**src/rtl/cpu_clock_ctrl_pkg.sv**
```systemverilog
// Shared encodings for the CPU clocking/reset controller: FSM states and rate-select codes.
package cpu_clock_ctrl_pkg;

    typedef enum logic [1:0] {
        ST_RST  = 2'd0,
        ST_RUN  = 2'd1,
        ST_STEP = 2'd2
    } state_t;

    typedef enum logic [1:0] {
        RATE_SLOW = 2'd0,
        RATE_MED  = 2'd1,
        RATE_FULL = 2'd2,
        RATE_STEP = 2'd3
    } rate_t;

    // Width of a counter that must hold values 0..n-1 (never narrower than one bit).
    function automatic int cnt_width(input int n);
        return (n > 1) ? $clog2(n) : 1;
    endfunction

endpackage

```
**src/rtl/key_debounce.sv**
```systemverilog
// Two-flop synchroniser plus stable-count debouncer for one active-low key.
// The debounced level follows the synced key only after DEBOUNCE_CYCLES consecutive disagreeing cycles.
module key_debounce
    import cpu_clock_ctrl_pkg::*;
#(
    parameter int DEBOUNCE_CYCLES = 1000000
) (
    input  logic clock_in,
    input  logic reset_in,
    input  logic key_n,
    output logic key_db_n
);

    localparam int            CW       = cnt_width(DEBOUNCE_CYCLES);
    localparam logic [CW-1:0] CNT_LAST = CW'(DEBOUNCE_CYCLES - 1);

    logic          key_meta_n;
    logic          key_sync_n;
    logic [CW-1:0] stable_cnt;

    // NOTE: non-blocking assignments make every flop sample pre-edge values; blocking ones would collapse the two synchroniser stages into a single wire.
    always_ff @(posedge clock_in) begin
        if (reset_in) begin
            key_meta_n <= 1'b1;
            key_sync_n <= 1'b1;
            key_db_n   <= 1'b1;
            stable_cnt <= '0;
        end else begin
            key_meta_n <= key_n;
            key_sync_n <= key_meta_n;
            if (key_sync_n == key_db_n) begin
                stable_cnt <= '0;
            end else if (stable_cnt == CNT_LAST) begin
                key_db_n   <= key_sync_n;
                stable_cnt <= '0;
            end else begin
                stable_cnt <= stable_cnt + CW'(1);
            end
        end
    end

endmodule

```
**src/rtl/cpu_clock_ctrl.sv**
```systemverilog
// Board-level CPU clocking/reset controller: produces a one-cycle cpu_ce pulse at a selectable rate,
// a stretched enable-aligned cpu_reset, single-step mode and a count of delivered enables.
module cpu_clock_ctrl
    import cpu_clock_ctrl_pkg::*;
#(
    parameter int DIV_WIDTH       = 16,
    parameter int DEBOUNCE_CYCLES = 1000000,
    parameter int RESET_HOLD      = 16
) (
    input  logic        clock_in,
    input  logic        reset_in,
    input  logic        key_reset_n,
    input  logic        key_step_n,
    input  logic [1:0]  rate_sel,
    output logic        cpu_ce,
    output logic        cpu_reset,
    output logic [1:0]  state_o,
    output logic [31:0] ce_count
);

    localparam int            HW        = cnt_width(RESET_HOLD + 1);
    localparam logic [HW-1:0] HOLD_LAST = HW'(RESET_HOLD);

    logic                 key_reset_db_n;
    logic                 key_step_db_n;
    logic                 step_prev_n;
    logic                 step_fall;

    logic [1:0]           rate_meta;
    rate_t                rate_sync;
    rate_t                rate_prev;
    logic                 rate_changed;

    logic [DIV_WIDTH-1:0] div_cnt;
    logic                 div_hit;
    logic                 div_pulse;

    state_t               state;
    state_t               state_next;
    logic [HW-1:0]        hold_cnt;
    logic [HW-1:0]        hold_next;
    logic                 ce_next;
    logic                 reset_next;

    key_debounce #(
        .DEBOUNCE_CYCLES (DEBOUNCE_CYCLES)
    ) u_reset_key (
        .clock_in (clock_in),
        .reset_in (reset_in),
        .key_n    (key_reset_n),
        .key_db_n (key_reset_db_n)
    );

    key_debounce #(
        .DEBOUNCE_CYCLES (DEBOUNCE_CYCLES)
    ) u_step_key (
        .clock_in (clock_in),
        .reset_in (reset_in),
        .key_n    (key_step_n),
        .key_db_n (key_step_db_n)
    );

    // Rate switches get a synchroniser only; a change in the synced code restarts the divider.
    always_ff @(posedge clock_in) begin
        if (reset_in) begin
            rate_meta   <= 2'b00;
            rate_sync   <= RATE_SLOW;
            rate_prev   <= RATE_SLOW;
            div_cnt     <= '0;
            step_prev_n <= 1'b1;
        end else begin
            rate_meta   <= rate_sel;
            rate_sync   <= rate_t'(rate_meta);
            rate_prev   <= rate_sync;
            div_cnt     <= rate_changed ? '0 : div_cnt + DIV_WIDTH'(1);
            step_prev_n <= key_step_db_n;
        end
    end

    assign rate_changed = (rate_sync != rate_prev);
    assign step_fall    = step_prev_n & ~key_step_db_n;

    // NOTE: every variable written in an always_comb gets a default first, so no path can leave it unassigned and infer a latch.
    always_comb begin
        div_hit = 1'b0;
        case (rate_sync)
            RATE_SLOW: div_hit = &div_cnt;
            RATE_MED:  div_hit = &div_cnt[DIV_WIDTH-5:0];
            RATE_FULL: div_hit = 1'b1;
            default:   div_hit = 1'b0;
        endcase
    end

    assign div_pulse = div_hit & ~rate_changed;

    always_comb begin
        state_next = state;
        hold_next  = hold_cnt;
        ce_next    = 1'b0;
        reset_next = 1'b0;
        if (!key_reset_db_n) begin
            // A held reset key parks the core in reset without enables; pulsing resumes on release.
            state_next = ST_RST;
            hold_next  = '0;
            reset_next = 1'b1;
        end else begin
            case (state)
                ST_RST: begin
                    if (hold_cnt == HOLD_LAST) begin
                        state_next = (rate_sync == RATE_STEP) ? ST_STEP : ST_RUN;
                    end else begin
                        ce_next    = 1'b1;
                        reset_next = 1'b1;
                        hold_next  = hold_cnt + HW'(1);
                    end
                end
                ST_RUN: begin
                    ce_next = div_pulse;
                    if (rate_sync == RATE_STEP) begin
                        state_next = ST_STEP;
                    end
                end
                ST_STEP: begin
                    ce_next = step_fall;
                    if (rate_sync != RATE_STEP) begin
                        state_next = ST_RUN;
                    end
                end
                default: begin
                    state_next = ST_RST;
                    hold_next  = '0;
                    reset_next = 1'b1;
                end
            endcase
        end
    end

    always_ff @(posedge clock_in) begin
        if (reset_in) begin
            state     <= ST_RST;
            hold_cnt  <= '0;
            cpu_ce    <= 1'b0;
            cpu_reset <= 1'b1;
            ce_count  <= '0;
        end else begin
            state     <= state_next;
            hold_cnt  <= hold_next;
            cpu_ce    <= ce_next;
            cpu_reset <= reset_next;
            if (cpu_ce && !cpu_reset) begin
                ce_count <= ce_count + 32'd1;
            end
        end
    end

    assign state_o = state;

endmodule

```
**config.mk**
```make
export PLATFORM = sky130hd
export DESIGN_NAME = cpu_clock_ctrl
export DESIGN_NICKNAME = d
export VERILOG_FILES = /design/src/rtl/cpu_clock_ctrl_pkg.sv /design/src/rtl/key_debounce.sv /design/src/rtl/cpu_clock_ctrl.sv
export SDC_FILE = /design/constraint.sdc
export NUM_CORES = 1
export LEC_CHECK = 0
export CAP_MARGIN = 20
export CELL_PAD_IN_SITES_DETAIL_PLACEMENT = 1
export CELL_PAD_IN_SITES_GLOBAL_PLACEMENT = 1
export CORE_UTILIZATION = 30
export DETAILED_ROUTE_END_ITERATION = 12
export GPL_ROUTABILITY_DRIVEN = 0
export PLACE_DENSITY = 0.57
export SLEW_MARGIN = 20
export SYNTH_ARGS = -nofsm -noshare
export SYNTH_HDL_FRONTEND = slang
export SYNTH_SLANG_ARGS = --single-unit
```
**constraint.sdc**
```tcl
create_clock -name clock_in -period 1.85 [get_ports clock_in]
set_input_delay 0.185 -clock clock_in [delete_from_list [all_inputs] [get_ports clock_in]]
set_output_delay 0.185 -clock clock_in [all_outputs]
set_load 0.01 [all_outputs]
```
; Word level (Yosys, flattened, before mapping)
; Cells that the tools add are included.
[classes]
muxes = 11
shifts = 0
n_eq_ne = 16
bitwise = 8
n_div = 0
addsub = 5
magnitude_cmp = 0
multipliers = 0
n_reduce_logical = 15
[op_table]
columns = operator, count
row1 = $add A20 B1 Y20 const B, 2
row2 = $eq A20 B20 Y1 const B, 2
row3 = $add A32 B1 Y32 const B, 1
row4 = $add A16 B1 Y16 const B, 1
row5 = $reduce_and A16 Y1, 1
row6 = $reduce_and A12 Y1, 1
row7 = $ne A2 B2 Y1 const B, 5
row8 = $pmux W5 S2, 1
row9 = $mux W2, 4
row10 = $eq A2 B2 Y1 const B, 3
row11 = $not A1 Y1, 6
row12 = $pmux W1 S3, 2
row13 = $pmux W2 S3, 1
row14 = $reduce_and A2 Y1, 3
row15 = $reduce_or A2 Y1, 3
row16 = $reduce_or A3 Y1, 2
row17 = $add A5 B1 Y5 const B, 1
row18 = $eq A5 B5 Y1 const B, 1
row19 = $mux W5, 1
row20 = $eq A2 B1 Y1 const B, 2
row21 = $logic_not A2 Y1, 2
row22 = $reduce_and A3 Y1, 1
row23 = $and A1 B1 Y1, 2
row24 = $eq A1 B1 Y1, 2
row25 = 5 further kinds, 5
[word_totals]
mem_bits_rw = 0
n_memories = 0
ff_bits = 110
inputBits = 6
output_inout_bits = 36
mem_bits_ro = 0
latch_bits = 0

; Logic depth before layout (Yosys ltp)
[depth]
word_depth = 4
mapped_depth = 7

; By module
; A second synthesis with hierarchy kept.
[unflattened]
hier_cells = 556
hier_area_um2 = 4976.0
[by_module_without_submodules]
columns = mod, cells_per_inst, instances, seq_area_each_um2, area_each_um2
row1 = cpu_clock_ctrl, 328, 1, 1281.2, 2941.6
row2 = key_debounce, 114, 2, 460.4, 1017.2

; Worst setup path after synthesis
; No wires, ideal clock.
[synth_timing]
kind = reg2reg
startpoint = reg ce_count[0]
endpoint = reg ce_count[18]
stages_incl_launch_ff = 8
required_ns = 1.715
arrival_ns = 1.943
period_less_slack_ns = 2.078
path_slack_ns = -0.228
n_path_buf = 2
path_cell_list = dfxtp_1 > ha_1 > nand3b_1 > or4_1 > clkbuf_1 > buf_2 > o311ai_0 > o41ai_1
[synth_between]
elab_chain_cells = 1
[synth_lines]
columns = element, line_no
row1 = start: declaration, cpu_clock_ctrl.sv:18  ; output logic [31:0] ce_count
row2 = start signal: assignment, cpu_clock_ctrl.sv:151  ; ce_count <= ce_count + 32'd1;
row3 = $add A32 B1 Y32, cpu_clock_ctrl.sv:151
; Every way passes these cells.
; A chain may end at the register's enable or synchronous reset.

; Worst setup path in the final report
[layout_timing]
startpoint = reg u_reset_key.stable_cnt[12]
endpoint = reg u_reset_key.stable_cnt[17]
[layout_between]
elab_chain_cells = 2
word_cells_on_any_way = 3
classes_between = add/sub: 1 / eq/ne: 1 / reduce/logical: 1
[layout_lines]
columns = element, line_no
row1 = start: declaration, key_debounce.sv:19  ; logic [CW-1:0] stable_cnt;
row2 = start signal: assignment, key_debounce.sv:37  ; stable_cnt <= stable_cnt + CW'(1);
row3 = branches (longest 2 deep; another with $add A20 B1 Y20), -
; Several ways; the timed one is not identified.

==> reports/results.ini <==
[run_status]
status = finished, violations left
failed_checks = negative setup slack

[sta]
unrepaired_setup_endpoints_after_global_routing = yes
report.final.setup_viol = 19
max_clock_freq_ghz = 0.529
worst_slew_margin_rel = 0.630
final_min_period_over_clock_period = 1.02
report.final.slew_viol_count = 0
finalWorstSetupSlack_ns = -0.0416
period_needed_ns = 1.89
worst_pin_slew_ns = 0.555
worst_clock_skew_ns = 0.00832
final-hold-violation-count = 0

[finish]
finalCoreUtilization = 0.414
net_total_in_the_final_layout = 687
finalNonFillerCells = 891
antenna-diode-count = 0
finish.instance_area_sq_mm = 0.00665
post_route_cells_drive_above_1_share = 0.216
num-fill-cells = 1840
flow.area_growth_from_synthesis_pct = 33.6

[critical_path]
critPathMaxFanout = 19
startpoint_type = register
crit_arrival_ns = 2.12
setup.worst_path.class = reg2reg
required_ns = 2.08
crit_path_end_kind = register

[worst_hold_path]
holdCritPathClass = in2reg

[floorplanning]
placement_rows = 46
die_span_y_microns = 131
die_w_microns = 131
io_pins = 42
initial_utilization = 0.310
design.core.area_sq_mm = 0.0161
dieArea_sq_mm = 0.0171

[logic_synthesis]
synthDominantCellAreaShare = 0.442
postSynthNetCount = 584
yosysUniqueCellTypes = 52
yosys_register_bits = 110
combined_area_of_all_synthesized_cells_sq_mm = 0.00498
synth_flop_cell = sky130_fd_sc_hd__dfxtp_1
most_area_consuming_cells_after_synthesis = sky130_fd_sc_hd__dfxtp_1, sky130_fd_sc_hd__xor2_1, sky130_fd_sc_hd__nor2_1, sky130_fd_sc_hd__a21oi_1, sky130_fd_sc_hd__xnor2_1
synth_largest_area_cell = sky130_fd_sc_hd__dfxtp_1
synth_most_common_cell = sky130_fd_sc_hd__dfxtp_1
syn-instance-count = 568
yosys_warnings = 0
ys_top_cells_by_count = sky130_fd_sc_hd__dfxtp_1, sky130_fd_sc_hd__nor2_1, sky130_fd_sc_hd__a21oi_1, sky130_fd_sc_hd__nand2_1
seq_area_frac_synth = 0.442
async_flop_share = 0
synth_enable_flop_cells = 0
syn_area_per_cell_sq_um = 8.77

[power_and_ir_drop]
power_leakage_uw = 0.00235
power-per-cell-area_mw_per_mm2 = 665
p_total_uw = 4420
power.ir.vdd_worst_v = 0.000530

[routing]
vias = 4434
ant_nets = 0
drt-wirelength-per-cell_microns = 14.4
wl_met3_microns = 269
first_pass_iters = 4
met2_length_microns = 6390
maxUsedRoutingLayer = met4
route.layer.met1.wl_microns = 5990
drc_errors = 0
drt-total-wl_microns = 12800
dr_iter_0_viols = 119
route.detailed.vias_per_inst = 4.98

[global_routing]
grt.overflow.total = 0
antenna_found_initial = 0
grt_max_degree = 40
global_route_wire_length_before_repair_microns = 21000
grt_pass1_vias = 4506
grt_util_all_layers = 0.154

[clocking]
cts-buffers-inserted = 9
cts.reportedPaths.clkPinSlew_ns = 0.07
htree_levels = 3
max-clock-path-buffers = 2
clock_insertion_delay_worst_skew_ns = 0.35
tritoncts = built
clock_sink_count = 110
ctsRootBufferMaster = sky130_fd_sc_hd__clkbuf_16

[job]
cap_violations = 0

[placed_design]
portBuffers = 41
placed_cells = 869
detailedPlacementHpwl_microns = 9150
postPlaceCellArea_sq_mm = 0.00614

## cells by family (layout without fill, tap and decap cells)
logic type	after synthesis	after routing	synth area share
mux	6	6	0.0133
simple gates	256	256	0.283
buf+inv	48	155	0.0400
fa+ha+maj	10	10	0.0251
xor+xnor	46	46	0.0809
compound gates	92	92	0.115
flops	110	110	0.442
## metal layers
metal	vias up	global-route usage
met5	-	0
li1	2228	-
met4	0	0.0548
met1	2163	0.187
met2	33	0.276
met3	10	0.0248
## worst paths after layout
check                                             start                                     to  slack, ns  depth (start not counted)
setup / recovery  u_reset_key.stable_cnt[12]$_SDFF_PP0_  u_reset_key.stable_cnt[17]$_SDFF_PP0_      -0.04                          5
hold / removal                                 reset_in                rate_meta[1]$_SDFF_PP0_       0.19                          2
setup reg to reg  u_reset_key.stable_cnt[12]$_SDFF_PP0_  u_reset_key.stable_cnt[17]$_SDFF_PP0_      -0.04                          5
hold reg to reg       u_reset_key.key_meta_n$_SDFF_PP1_      u_reset_key.key_sync_n$_SDFF_PP1_       0.41                          1
## power breakdown
group          switching (uW)  total, uW  internal [uW]
logic                    72.4        126           53.7
clock network             903       1890            989
registers                20.6       2410           2390
## worst max-delay path, stage by stage (launching register included)
cell,delay [ns]
sky130_fd_sc_hd__dfxtp_2,0.32
sky130_fd_sc_hd__or4b_1,0.51
sky130_fd_sc_hd__or4_4,0.55
sky130_fd_sc_hd__o21ai_4,0.18
sky130_fd_sc_hd__buf_12,0.16
sky130_fd_sc_hd__a21oi_1,0.05
## registers in the layout (all words and copies together), names as in the netlist
signal,flops
hold_cnt,5
div_cnt,16
u_step_key.key_meta_n,1
cpu_ce,1
u_reset_key.stable_cnt,20
cpu_reset,1
state_o,2
u_step_key.key_sync_n,1
ce_count,32
rate_prev,2
u_reset_key.key_meta_n,1
u_step_key.stable_cnt,20
rate_meta,2
u_reset_key.key_sync_n,1
u_reset_key.key_db_n,1
rate_sync,2
step_prev_n,1
u_step_key.key_db_n,1
## through the flow
step	hold WS, ns	setup TNS [ns]	setup WS, ns
detailed placement	0.396	-0.738	-0.0491
floorplan	0.289	-0.670	-0.0678
finish	0.195	-0.579	-0.0416
global route	0.193	-2.40	-0.127
CTS	0.182	-0.871	-0.0579
global placement	0.396	-0.193	-0.0177
## area by class of cell
type	count	area, sq um	area share
multi-input combinational	410	2730	0.411
timing repair buffer	116	1050	0.158
clock buffer	11	253	0.0380
inverter	24	90.1	0.0135
clock inverter	4	31.3	0.00470
sequential	110	2220	0.334
tap	216	270	0.0406
## timing repair
item	in CTS	in global routing
gates cloned	0	1
setup buffers	2	4
resized for setup	4	33
pin swaps	0	2
setup endpoints to repair	27	41
hold buffers	0	0
## layout by cell type, fill, tap and decap left out, types with 21 or more instances in the layout
| master | Yosys | layout |
|---|---|---|
| sky130_fd_sc_hd__nand2_1 | 31 | 31 |
| sky130_fd_sc_hd__xor2_1 | 28 | 28 |
| sky130_fd_sc_hd__dfxtp_1 | 110 | 96 |
| sky130_fd_sc_hd__a21oi_1 | 34 | 34 |
| sky130_fd_sc_hd__inv_1 | 24 | 24 |
| sky130_fd_sc_hd__nor2_1 | 58 | 58 |
| sky130_fd_sc_hd__o21ai_0 | 26 | 25 |
| sky130_fd_sc_hd__nand3_1 | 28 | 28 |
| sky130_fd_sc_hd__buf_4 | 0 | 68 |
| sky130_fd_sc_hd__nand4_1 | 21 | 21 |
| sky130_fd_sc_hd__or3_1 | 24 | 24 |
| sky130_fd_sc_hd__clkdlybuf4s50_1 | 0 | 40 |
(Power assumes the default switching activity.)
